**src/rtl/snow_pos_gen.sv**
```systemverilog
// Snowman sprite position generator: frame-tick counter, left/right walking
// with screen clamps, a ground/rise/fall jump FSM, and a registered 64x64 ROM address.
module snow_pos_gen #(
  parameter int unsigned TICK   = 6000000,
  parameter int unsigned STEP   = 4,
  parameter int unsigned X0     = 288,
  parameter int unsigned Y0     = 400,
  parameter int unsigned JUMP_H = 96
) (
  input  logic        clk,
  input  logic        rst,
  input  logic [9:0]  h_addr,
  input  logic [8:0]  v_addr,
  input  logic        left,
  input  logic        right,
  input  logic        jump,
  output logic [31:0] ipcnt,
  output logic [11:0] snow,
  output logic        snowf_get
);

  localparam logic [9:0] X_MAX  = 10'd576;   // 640 - sprite width
  localparam logic [9:0] X_HOME = 10'(X0);
  localparam logic [9:0] STEP_H = 10'(STEP);
  localparam logic [8:0] STEP_V = 9'(STEP);
  localparam logic [8:0] Y_GND  = 9'(Y0);
  localparam logic [8:0] Y_TOP  = 9'(Y0 - JUMP_H);

  typedef enum logic [1:0] {GROUND, RISE, FALL} vstate_t;

  vstate_t    vstate;
  logic [9:0] px;
  logic [9:0] px_nxt;
  logic [8:0] py;
  logic       tick;
  logic       in_h;
  logic       in_v;

  assign tick = (ipcnt == TICK);

  // NOTE: every always_comb output gets a default first so no path leaves it unassigned (no latch).
  always_comb begin
    px_nxt = px;
    if (left && !right) begin
      px_nxt = (px >= STEP_H) ? px - STEP_H : '0;
    end else if (right && !left) begin
      px_nxt = (px + STEP_H >= X_MAX) ? X_MAX : px + STEP_H;
    end
  end

  // NOTE: sequential state uses non-blocking assignments so all registers update together.
  always_ff @(posedge clk) begin
    if (rst) begin
      ipcnt  <= '0;
      px     <= X_HOME;
      py     <= Y_GND;
      vstate <= GROUND;
    end else begin
      ipcnt <= tick ? '0 : ipcnt + 32'd1;
      if (tick) begin
        px <= px_nxt;
        case (vstate)
          GROUND: if (jump) vstate <= RISE;
          RISE: begin
            // Compare before subtracting so the apex clamp never wraps below zero.
            if ({1'b0, py} <= {1'b0, Y_TOP} + {1'b0, STEP_V}) begin
              py     <= Y_TOP;
              vstate <= FALL;
            end else begin
              py <= py - STEP_V;
            end
          end
          FALL: begin
            if ({1'b0, py} + {1'b0, STEP_V} >= {1'b0, Y_GND}) begin
              py     <= Y_GND;
              vstate <= GROUND;
            end else begin
              py <= py + STEP_V;
            end
          end
          default: vstate <= GROUND;
        endcase
      end
    end
  end

  // Widened compares keep px+64 / py+64 from wrapping near the screen edge.
  assign in_h = ({1'b0, h_addr} >= {1'b0, px}) && ({1'b0, h_addr} < {1'b0, px} + 11'd64);
  assign in_v = ({1'b0, v_addr} >= {1'b0, py}) && ({1'b0, v_addr} < {1'b0, py} + 10'd64);

  always_ff @(posedge clk) begin
    if (rst) begin
      snow      <= '0;
      snowf_get <= 1'b1;
    end else if (in_h && in_v) begin
      snow      <= {6'(v_addr - py), 6'(h_addr - px)};
      snowf_get <= 1'b0;
    end else begin
      snow      <= '0;
      snowf_get <= 1'b1;
    end
  end

endmodule

```
**config.mk**
```make
export PLATFORM = sky130hd
export DESIGN_NAME = snow_pos_gen
export DESIGN_NICKNAME = d
export VERILOG_FILES = /design/src/rtl/snow_pos_gen.sv
export SDC_FILE = /design/constraint.sdc
export NUM_CORES = 1
export LEC_CHECK = 0
export BUFFER_PORTS_ARGS = -buffer_cell sky130_fd_sc_hd__buf_2
export CAP_MARGIN = 20
export CORE_UTILIZATION = 40
export DETAILED_ROUTE_END_ITERATION = 16
export PLACE_DENSITY = 0.72
export SETUP_SLACK_MARGIN = 0.15
export SKIP_LAST_GASP = 1
export SYNTH_ARGS = -nofsm -noshare
export SYNTH_HDL_FRONTEND = slang
export SYNTH_SLANG_ARGS = --single-unit
```
**constraint.sdc**
```tcl
create_clock -name clk -period 5.6 [get_ports clk]
set_input_delay 0 -clock clk [delete_from_list [all_inputs] [get_ports clk]]
set_output_delay 0 -clock clk [all_outputs]
set_load 0.02 [all_outputs]
```
======== Word level (Yosys, flattened, before mapping) ========
Cells that the tools add are included.
storage, ports and cells
  word-level logic and storage cells ...... 58
  output and inout bits ................... 45
  input bits .............................. 24
  flip-flop bits (word level) ............. 66
cells by class
  equality and inequality tests ........... 6
  bitwise operators ....................... 1
  reduce and logical (&&, ||, !) cells .... 15
  $add $sub $neg .......................... 10
  order comparisons ....................... 8
  multiplexer cells ....................... 12
operators by type and width
  operator                 number
  $mux W10                 4
  $add A32 B1 Y32 const B  1
  $eq A32 B23 Y1 const B   1
  $mux W9                  2
  $pmux W9 S2              1
  $sub A6 B6 Y6            2
  $add A10 B7 Y11 const B  1
  $lt A10 B11 Y1           1
  $add A10 B3 Y10 const B  1
  $add A9 B3 Y10 const B   1
  $add A9 B7 Y10 const B   1
  $ge A10 B10 Y1           1
  $ge A10 B10 Y1 const B   1
  $ge A10 B3 Y1 const B    1
  $ge A10 B9 Y1 const B    1
  $lt A9 B10 Y1            1
  $sub A10 B3 Y10 const B  1
  $add A9 B3 Y9 const B    1
  $ge A9 B9 Y1             1
  $le A9 B9 Y1 const B     1
  $sub A9 B3 Y9 const B    1
  $mux W2                  3
  $ne A2 B2 Y1 const B     3
  $pmux W2 S3              1
  11 further kinds         19

======== Logic depth before layout (Yosys ltp) ========
  depth in word-level cells ............... 6
  depth in mapped cells ................... 12
  gate-level depth less buffers ........... 10

======== Worst setup path before layout ========
Ideal clock, no wire load.
  kind .................................... register to register
  start point ............................. register px[6]
  end point ............................... register snow[5]
  buffers on the path ..................... 2
  library setup time ...................... 0.078 ns
  cell stages (with the launch flop) ...... 12
  arrival ................................. 2.306 ns
  period minus slack after synthesis ...... 2.384 ns
  setup slack ............................. 3.216 ns
  cell sequence ........................... dfxtp_1 > clkbuf_1 > nand3_1 > xnor2_1 > ha_1 > a21oi_1 > a31oi_1 > or4_1 > a21oi_1 > nand4_1 > buf_2 > nor3_1
between the ends
  word-level cells in the longest chain between the ends .. 6
  elaborated cells on any way between the ends .. 7
  those cells by class .................... 1 x add/sub; 2 x order compare; 1 x bitwise; 3 x reduce/logical
ends and longest elaborated chain
  item                                   line  RTL
  start: declaration                     32    logic [9:0] px;
  start signal: assignment               61    px <= px_nxt;
  $add A10 B7 Y11                        88    assign in_h = ({1'b0, h_addr} >= {1'b0, px}) && ({1'b0, h_addr} < {1'b0, px} + 11'd64);
  $lt A10 B11 Y1                         88
  $logic_and A1 B1 Y1 (*)                88
  $logic_and A1 B1 Y1 (*)                95    end else if (in_h && in_v) begin
  $not A1 Y1 (no source line) (*)        --
  $reduce_or A2 Y1 (no source line) (*)  --
  end signal: assignment                 96    snow <= {6'(v_addr - py), 6'(h_addr - px)};
  end: declaration                       18    output logic [11:0] snow,
Every way passes the cells marked *; elsewhere a longest branch is shown, timed or not.
A chain may end at the register's enable or synchronous reset.

======== Worst setup path in the final report ========
  start point ............................. register py[6]
  end point ............................... register snow[9]
between the ends
  word-level cells in the longest chain between the ends .. 6
  elaborated cells on any way between the ends .. 7
  those cells by class .................... 1 x add/sub; 2 x order compare; 1 x bitwise; 3 x reduce/logical
ends and longest elaborated chain
  item                                   line  RTL
  start: declaration                     34    logic [8:0] py;
  start signal: assignment               70    py <= py - STEP_V;
  start signal: assignment               78    py <= py + STEP_V;
  $add A9 B7 Y10                         89    assign in_v = ({1'b0, v_addr} >= {1'b0, py}) && ({1'b0, v_addr} < {1'b0, py} + 10'd64);
  $lt A9 B10 Y1                          89
  $logic_and A1 B1 Y1 (*)                89
  $logic_and A1 B1 Y1 (*)                95
  $not A1 Y1 (no source line) (*)        --
  $reduce_or A2 Y1 (no source line) (*)  --
Marked as above.

==> results_dict.tcl <==
set metrics [dict create \
    status "finished, final reports clean" \
    cp-start-kind "flop" \
    grt_pass1_wl_um 16800 \
    final-max-slew-violation-count 0 \
    clkLatencyLatePin_ns 0.35 \
    overflow 0 \
    criticalPathCategory "flop to flop" \
    period_share_pct 51.2 \
    layout_common_cells "buf_2, dfxtp_1, nor2_1" \
    netlist_area_um2 4230 \
    rrSetupSlack_ns 2.73 \
    grt_max_degree 31 \
    use_met2_pct 30.9 \
    r2r-end "snow[9]$_SDFF_PP0_" \
    rsz0062_at_grt "no" \
    clkPwrFrac_pct 46.2 \
    fp.dieW_um 105 \
    portBuffers 68 \
    critPathBufInv 2 \
    synthFlopType "dfxtp_1" \
    dieArea_um2 11000 \
    layout-drive-gt1-share_pct 17.5 \
    mostFrequentLayoutCell "buf_2" \
    fin_total_pwr_mw 0.964 \
    fin_skew_ns 0.0122 \
    wl_um 10100 \
    crit_family "simple AND/OR/NAND/NOR gates" \
    wl_per_cell_um 13.9 \
    max_stage_delay_ns 0.54 \
    grt_util_all_layers_pct 18.7 \
    antenna_cells 0 \
    relSlewSlack_pct 33.5 \
    cts-root-buf "clkbuf_8" \
    gp_congestion 0.857 \
    clock.fmax_mhz 349 \
    p_comb_share_pct 7.5 \
    cts.path.max_buffers 2 \
    synth.distinct_cells 64 \
    drtIter0Drc 198 \
    area_delta_synth_final_pct 15.6 \
    initial_core_util_pct 41.1 \
    cts_setup_buffers 0 \
    p_sw_share_pct 24.8 \
    ir_drop_uv 122 \
    core_um2 10300 \
    crit_required_ns 5.86 \
    htree_levels 3 \
    leakagePower_nw 2.04 \
    top_usage_layer "met2" \
    ys_ff_latch 62 \
    critical_path.cell_chain "inv_2 -> ha_1 -> inv_1 -> ha_1 -> a21oi_1 -> a31oi_1 -> or4_1 -> a21oi_1 -> nand4_1 -> nor3b_1" \
    yosysWarningCount 0 \
    path_clk_slew_ns 0.08 \
    power_frac_seq_pct 46.3 \
    setup_viol 0 \
    ys_seq_area_share_pct 29.3 \
    async_reset_ff_share_pct 0 \
    switchingPower_mw 0.239 \
    synth_edf_count 0 \
    io_pins 69 \
    nets 652 \
    min_to "ipcnt[3]$_SDFF_PP0_" \
    hp-start "rst" \
    hold_viol_final 0 \
    final_util_pct 47.6 \
    powerDensity_nw_per_um2 197 \
    drt_pass1_iterations 4 \
    dp_hpwl_um 7650 \
    avgSynthCellArea_um2 8.09 \
    viasPerCell 5.45 \
    antenna_found_initial 0 \
    fin_crit_ns 2.87 \
    tightest_slew_ns 0.995 \
    ant_nets 0 \
    nFillCells 1017 \
    hold_path_class "input pin to flop" \
    cts_tree "built" \
    reg2regPathDepth 10 \
    cp_max_fo 13 \
    cts_sinks 62 \
    grt_util_met3_pct 5.05 \
    die_y_um 105 \
    slowest_stage "dfxtp_1" \
    cap_violations 0 \
    met1_usage_pct 24.0 \
    reg2reg_from "py[6]$_SDFFE_PP0P_" \
    synth_cells 523 \
    arrival_ns 3.13 \
    core.rowCount 37 \
    vias 3954 \
    cp-end-kind "flop" \
    p_int_mw 0.725 \
    min_path_cells 2 \
    first_global_vias 3617 \
    tns_ns 0 \
    cts_made_buffers 9 \
    remaining_drc_errors 0 \
]
layout make-up:
class,count,area (µm²),area share [%]
multi-input cells,403,2750,56.3
flip-flops and latches,62,1240,25.4
repair buffers,70,360,7.37
well taps,136,170,3.48
inverters,39,146,2.99
clock buffers,9,124,2.53
clock inverters,7,96.3,1.97
state kept, by name, indices dropped and copies added, names as in the netlist:
name       count
vstate         2
snowf_get      1
py             7
ipcnt         32
px             8
snow          12
worst max-delay path by stage:
stage               depth (start not counted)  slack (ns)            endpoint               start
floorplan                                  11        3.22  snow[5]$_SDFF_PP0_  px[6]$_SDFFE_PP0P_
global placement                            9        2.86  snow[9]$_SDFF_PP0_  py[6]$_SDFFE_PP0P_
detailed placement                         10        2.69  snow[9]$_SDFF_PP0_  py[6]$_SDFFE_PP0P_
CTS                                        10        2.69  snow[9]$_SDFF_PP0_  py[6]$_SDFFE_PP0P_
global route                               10        2.42  snow[3]$_SDFF_PP0_  py[6]$_SDFFE_PP0P_
finish                                     10        2.73  snow[9]$_SDFF_PP0_  py[6]$_SDFFE_PP0P_
metrics by stage:
step	setup slack (ns)	instance area [µm²]	hold slack, ns	cells
floorplan	3.22	4240	0.112	525
global placement	2.86	4650	0.215	708
detailed placement	2.69	4650	0.221	708
CTS	2.69	4890	0.0504	726
global route	2.42	4890	0.0703	726
finish	2.73	4890	0.0566	726
synthesized netlist by cell type (all sizes together), types with 4 or more instances:
cell type,count,area [µm²]
and3,10,63.8
and4,4,35.0
nor4b,5,62.6
nor3,30,155
a21o,4,30.0
xnor2,25,219
a21oi,28,155
nand3,26,130
dfxtp,62,1240
xor2,13,114
nand4,15,106
clkbuf,11,41.3
o21a,4,30.0
nand2b,4,25.0
or3,6,42.5
nor4,7,65.1
ha,43,538
nor2,57,214
mux2i,4,40.0
buf,10,57.6
o21ai,19,95.1
inv,39,146
a211oi,6,45.0
a31oi,5,31.3
nand2,39,149
nor2b,7,43.8
per-layer routing:
metal	routed length, µm	vias up	share of wire [%]
met4	68	0	0.67
li1	-	1969	-
met3	745	7	7.4
met5	0	-	0
met2	4640	159	46
met1	4650	1819	46
repair_timing:
action / 4_1_cts / 5_1_grt
hold endpoints to repair: 2 / 0
resized for setup: 0 / 0
hold buffers: 2 / 0
logic make-up after synthesis:
kind of cell	count (synthesis)	share of synthesized area (%)
flip-flops	62	29.3
multiplexers	5	1.21
buffers and inverters	60	5.80
adder cells (fa/ha/maj)	43	12.7
AO/OA/AOI/OAI	91	14.8
XOR/XNOR	38	7.87
AND/OR/NAND/NOR	222	28.1
other	2	0.178
power by group through the flow:
stage / Clock (mW) / Combinational (mW) / Sequential (mW)
final: 0.446 / 0.0720 / 0.446
after detailed placement: 0 / 0.0703 / 0.457
after CTS: 0.457 / 0.0720 / 0.446
after floorplan: 0 / 0.0439 / 0.460
after global routing: 0.474 / 0.0820 / 0.447
after global placement: 0 / 0.0685 / 0.456
Note: power is estimated with default switching activity, not from simulation.
